<file path="config.mk">
export PLATFORM = sky130hd
export DESIGN_NAME = alu_serial
export DESIGN_NICKNAME = d
export VERILOG_FILES = /design/src/rtl/alu_serial.sv
export SDC_FILE = /design/constraint.sdc
export NUM_CORES = 1
export LEC_CHECK = 0
export CAP_MARGIN = 20
export CORE_ASPECT_RATIO = 2
export CORE_MARGIN = 2
export CORE_UTILIZATION = 54
export CTS_CLUSTER_DIAMETER = 30
export DETAILED_ROUTE_END_ITERATION = 12
export GPL_ROUTABILITY_DRIVEN = 0
export PLACE_DENSITY = 0.82
export SLEW_MARGIN = 20
export SYNTH_ARGS = -nofsm -noshare
export SYNTH_HDL_FRONTEND = slang
export SYNTH_SLANG_ARGS = --single-unit
</file>
<file path="constraint.sdc">
create_clock -name clk -period 2.4 [get_ports clk]
set_input_delay 0.24 -clock clk [delete_from_list [all_inputs] [get_ports clk]]
set_output_delay 0.24 -clock clk [all_outputs]
set_load 0.02 [all_outputs]
</file>
<file path="src/rtl/alu_serial.sv">
// alu_serial: bit-serial WIDTH-bit ALU sequencer around a 1-bit slice.
// Ports: clk, rst_n, start, src1, src2, ALU_control in; busy, done,
//        result, zero, cout, overflow out.

module alu_top (
    input  logic       src1,
    input  logic       src2,
    input  logic       less,
    input  logic       A_invert,
    input  logic       B_invert,
    input  logic       cin,
    input  logic [1:0] operation,
    output logic       result,
    output logic       cout,
    output logic       set
);
    logic a;
    logic b;
    logic sum;

    assign a    = src1 ^ A_invert;
    assign b    = src2 ^ B_invert;
    assign sum  = a ^ b ^ cin;
    assign cout = (a & b) | (cin & (a ^ b));
    assign set  = sum;

    always_comb begin
        result = 1'b0;
        unique case (operation)
            2'b00: result = a & b;
            2'b01: result = a | b;
            2'b10: result = sum;
            2'b11: result = less;
            default: result = 1'b0;
        endcase
    end
endmodule

module alu_serial #(
    parameter int WIDTH = 32
) (
    input  logic             clk,
    input  logic             rst_n,
    input  logic             start,
    input  logic [WIDTH-1:0] src1,
    input  logic [WIDTH-1:0] src2,
    input  logic [3:0]       ALU_control,
    output logic             busy,
    output logic             done,
    output logic [WIDTH-1:0] result,
    output logic             zero,
    output logic             cout,
    output logic             overflow
);
    localparam int CW = (WIDTH > 2) ? $clog2(WIDTH) : 1;
    localparam logic [CW-1:0] CNT_LAST = CW'(WIDTH - 1);
    localparam logic [CW-1:0] CNT_ONE  = CW'(1);

    typedef enum logic [1:0] {
        IDLE    = 2'd0,
        RUN     = 2'd1,
        SLT_FIX = 2'd2,
        DONE    = 2'd3
    } state_t;

    state_t            state_q;
    logic [CW-1:0]     cnt_q;
    logic [WIDTH-1:0]  opa_q;
    logic [WIDTH-1:0]  opb_q;
    logic [WIDTH-1:0]  sh_q;
    logic [WIDTH-1:0]  result_q;
    logic              ainv_q;
    logic              binv_q;
    logic [1:0]        op_q;
    logic              arith_q;
    logic              slt_q;
    logic              carry_q;
    logic              set_q;
    logic              cpend_q;
    logic              vpend_q;
    logic              zero_q;
    logic              cout_q;
    logic              ovf_q;
    logic              done_q;

    // start decode
    logic              dec_valid_d;
    logic              dec_ainv_d;
    logic              dec_binv_d;
    logic [1:0]        dec_op_d;
    logic              dec_arith_d;
    logic              dec_slt_d;

    always_comb begin
        dec_valid_d = 1'b1;
        dec_ainv_d  = 1'b0;
        dec_binv_d  = 1'b0;
        dec_op_d    = 2'b00;
        dec_arith_d = 1'b0;
        dec_slt_d   = 1'b0;
        unique case (ALU_control)
            4'b0000: dec_op_d = 2'b00;
            4'b0001: dec_op_d = 2'b01;
            4'b0010: begin
                dec_op_d    = 2'b10;
                dec_arith_d = 1'b1;
            end
            4'b0110: begin
                dec_binv_d  = 1'b1;
                dec_op_d    = 2'b10;
                dec_arith_d = 1'b1;
            end
            4'b0111: begin
                dec_binv_d  = 1'b1;
                dec_op_d    = 2'b10;
                dec_arith_d = 1'b1;
                dec_slt_d   = 1'b1;
            end
            4'b1100: begin
                dec_ainv_d = 1'b1;
                dec_binv_d = 1'b1;
            end
            default: dec_valid_d = 1'b0;
        endcase
    end

    logic s_res;
    logic s_cout;
    logic s_set;

    alu_top u_slice (
        .src1      (opa_q[0]),
        .src2      (opb_q[0]),
        .less      (1'b0),
        .A_invert  (ainv_q),
        .B_invert  (binv_q),
        .cin       (carry_q),
        .operation (op_q),
        .result    (s_res),
        .cout      (s_cout),
        .set       (s_set)
    );

    // Final word as seen by the DONE state: SLT already wrote result_q.
    logic [WIDTH-1:0] final_d;
    assign final_d = slt_q ? result_q : sh_q;

    always_ff @(posedge clk or negedge rst_n) begin
        if (!rst_n) begin
            state_q  <= IDLE;
            cnt_q    <= '0;
            opa_q    <= '0;
            opb_q    <= '0;
            sh_q     <= '0;
            result_q <= '0;
            ainv_q   <= 1'b0;
            binv_q   <= 1'b0;
            op_q     <= 2'b00;
            arith_q  <= 1'b0;
            slt_q    <= 1'b0;
            carry_q  <= 1'b0;
            set_q    <= 1'b0;
            cpend_q  <= 1'b0;
            vpend_q  <= 1'b0;
            zero_q   <= 1'b1;
            cout_q   <= 1'b0;
            ovf_q    <= 1'b0;
            done_q   <= 1'b0;
        end else begin
            done_q <= 1'b0;
            unique case (state_q)
                IDLE: begin
                    // The done cycle still counts as busy, so start waits.
                    if (start && !done_q) begin
                        opa_q   <= dec_valid_d ? src1 : '0;
                        opb_q   <= dec_valid_d ? src2 : '0;
                        ainv_q  <= dec_ainv_d;
                        binv_q  <= dec_binv_d;
                        op_q    <= dec_op_d;
                        arith_q <= dec_arith_d;
                        slt_q   <= dec_slt_d;
                        carry_q <= dec_binv_d;
                        cnt_q   <= '0;
                        state_q <= RUN;
                    end
                end
                RUN: begin
                    opa_q   <= opa_q >> 1;
                    opb_q   <= opb_q >> 1;
                    sh_q    <= {s_res, sh_q[WIDTH-1:1]};
                    carry_q <= s_cout;
                    cnt_q   <= cnt_q + CNT_ONE;
                    if (cnt_q == CNT_LAST) begin
                        cnt_q   <= '0;
                        cpend_q <= s_cout;
                        // carry_q is the carry into the MSB here
                        vpend_q <= carry_q ^ s_cout;
                        set_q   <= s_set;
                        state_q <= slt_q ? SLT_FIX : DONE;
                    end
                end
                SLT_FIX: begin
                    result_q <= {{(WIDTH-1){1'b0}}, set_q ^ vpend_q};
                    state_q  <= DONE;
                end
                DONE: begin
                    result_q <= final_d;
                    zero_q   <= (final_d == '0);
                    cout_q   <= arith_q & cpend_q;
                    ovf_q    <= arith_q & vpend_q;
                    done_q   <= 1'b1;
                    state_q  <= IDLE;
                end
                default: state_q <= IDLE;
            endcase
        end
    end

    assign busy     = (state_q != IDLE) | done_q;
    assign done     = done_q;
    assign result   = result_q;
    assign zero     = zero_q;
    assign cout     = cout_q;
    assign overflow = ovf_q;
endmodule

</file>
==> results of run 1 <==
layout make-up:
cell class / count / area [um2] / share of cell area
clock buffer: 18 / 439 / 0.0511
clock inverter: 14 / 161 / 0.0188
inverter: 9 / 33.8 / 0.00393
multi-input combinational: 339 / 2790 / 0.325
sequential: 149 / 3730 / 0.434
tap: 147 / 184 / 0.0214
timing repair buffer: 123 / 1240 / 0.145
metal layers:
layer | global-route usage | up-vias
li1 | - | 2219
met1 | 0.255 | 2476
met2 | 0.433 | 126
met3 | 0.0441 | 19
met4 | 0.0939 | 0
met5 | 0 | -
cells in the mapped netlist, types with 8 or more instances:
cell,n
a22o_1,91
and3_1,9
buf_6,8
mux2_2,64
buf_2,9
clkbuf_1,12
a21o_1,56
a221o_1,8
nor4_1,14
inv_1,8
nand2_1,19
ha_1,9
o21ai_0,15
dfrtp_1,148
registers in the layout, summed over array words and instances, names as in the netlist, 2 cells and up:
signal,count
opa_q,32
opb_q,32
result,32
sh_q,32
cnt_q,5
op_q,2
state_q,2
worst min-delay path by stage:
stage                             to  slack (ns)  cells past startpoint
final                     result[21]        0.34                      2
after global routing      result[21]        0.38                      2
after CTS                 result[21]        0.34                      2
after detailed placement  result[21]        0.22                      1
after global placement    result[21]        0.21                      1
after floorplan               ainv_q       -0.06                      0
critical path, cell delays in order, from the launching register on:
cell	delay, ns
dfrtp_1	0.41
inv_1	0.15
ha_1	0.36
nand2b_1	0.10
clkdlybuf4s50_1	0.58
where the power goes:
part | internal, uW | switching [uW] | total [uW]
combinational | 1910 | 1970 | 3880
clock | 1510 | 1140 | 2640
sequential | 3200 | 486 | 3690
total | 6620 | 3590 | 10200
metrics by stage:
step / total power [uW] / instance area [um2]
after floorplan: 6620 / 6780
after global placement: 7360 / 7980
after detailed placement: 7570 / 7980
after CTS: 10300 / 8590
after global routing: 10800 / 8590
final: 10200 / 8590
logic make-up (layout without fill, tap and decap cells):
kind of cell	after synthesis	in the layout	share of synthesized area
AO/OA/AOI/OAI	185	185	0.218
flip-flops	149	149	0.550
AND/OR/NAND/NOR	76	76	0.0609
multiplexers	64	64	0.106
buffers and inverters	47	164	0.0404
adder cells (fa/ha/maj)	10	10	0.0196
XOR/XNOR	4	4	0.00517
==> flow_metrics.py, run 1 <==
metrics = {
    "outcome": {
        "status": "completed",
    },
    "route": {
        "num_vias": 4840,
        "drt_iter0_drc": 154,
        "wl_met2_um": 8510,
        "wl_met3_um": 493,
        "dr.max_layer_used": "met4",
        "final_antenna_net_count": 0,
        "vias_per_cell": 6.06,
        "m1WireLength_um": 5500,
        "drt_wl_total_um": 14800,
        "remaining_drc_errors": 0,
        "first_pass_iters": 4,
        "wire_per_inst_um": 18.5,
    },
    "critical_path": {
        "end_kind": "output port",
        "r2r_cells": 7,
        "required_ns": 2.16,
        "crit-reg2reg-launch": "state_q[0]",
        "crit_type": "reg2out",
        "critPathLaunch": "state_q[0]",
        "arrival_ns": 2.01,
        "crit_path_max_fanout": 6,
        "r2r_slack_ns": 0.23,
        "crit_end": "busy",
        "r2r_end": "opb_q[16]",
        "worst_setup_path_start_kind": "flop",
    },
    "logic_synthesis": {
        "ys_seq_elements": 149,
        "yosysSeqAreaShare": 0.550,
        "synth_edf_count": 0,
        "syn_nets": 616,
        "ys_warn_count": 0,
        "synthTopCellsByArea": "dfrtp_1, a22o_1, mux2_2, a21o_1, ha_1",
        "syn_inst": 535,
        "synth_top_area_share": 0.546,
        "synth_area_per_cell_um2": 12.7,
        "netlist_area_um2": 6780,
        "synth_top_area_cell": "dfrtp_1",
        "ys_types": 40,
        "synth_flop_cell": "dfrtp_1",
        "synthArstFlopShare": 1.00,
    },
    "sta": {
        "slew_violations": 0,
        "max_freq_mhz": 445,
        "skew_ns": 0.00893,
        "slew_headroom": 0.624,
        "worst_pin_slew_ns": 0.558,
        "rsz0062_at_grt": "no",
        "min_period_over_period": 0.936,
        "setup_slack_ns": 0.153,
        "setup-tns-final_ns": 0,
        "setup_viol": 0,
        "min_period_ns": 2.25,
        "hold-worst-slack_ns": 0.345,
        "timing.final.hold_violations": 0,
    },
    "grt": {
        "grt_overflow": 0,
        "grt_use_total": 0.232,
        "first_global_vias": 5174,
        "grt_max_degree": 72,
        "grt_pass1_wl_um": 25100,
        "antenna_found_initial": 0,
    },
    "pwr": {
        "p_per_area_nw_per_um2": 1190,
        "p_leak_uw": 0.00429,
        "vdd_drop_max_v": 0.000898,
    },
    "cells_and_area": {
        "layout.nets": 720,
        "fill_cells": 844,
        "drive_gt1_frac": 0.189,
        "final_core_util": 0.704,
        "final_common_cell": "dfrtp_1",
        "instances_no_fill": 799,
        "layout_common_cells": "dfrtp_1, clkdlybuf4s50_1, a22o_1",
        "diodes": 0,
        "syn_to_final_growth_pct": 26.6,
    },
    "clocking": {
        "post_cts_resized": 0,
        "clkTransAtPathRegs_ns": 0.07,
        "htreeDepth": 4,
        "cts_tree": "done",
        "clock_latency_ns": 0.41,
        "root_buffer": "clkbuf_16",
        "clock-sinks": 149,
        "cts_setup_buffers": 0,
        "cts-hold-fix-buffers": 1,
        "cts_buffers": 17,
        "clockBufferDepth": 2,
    },
    "die": {
        "core-area_um2": 12200,
        "fp.dieH_um": 162,
        "ios": 108,
        "start_util": 0.556,
        "dieArea_um2": 13500,
        "die-width_um": 83.2,
        "rows": 57,
    },
    "worst_hold_path": {
        "hp-class": "in2async",
    },
    "place": {
        "hpwl_um": 10400,
        "port_buffers": 107,
        "place_inst": 766,
        "place_ws_ns": 0.214,
    },
    "flow_run": {
        "drv_cap": 0,
    },
}
No activity file was read; power rests on OpenSTA's default activity.
==> inputs of run 2 (changes only) <==
- SLEW_MARGIN: 20 -> unset
==> results of run 2 <==
Same layout as run 1: the final DEF is identical, and so are final timing and power.
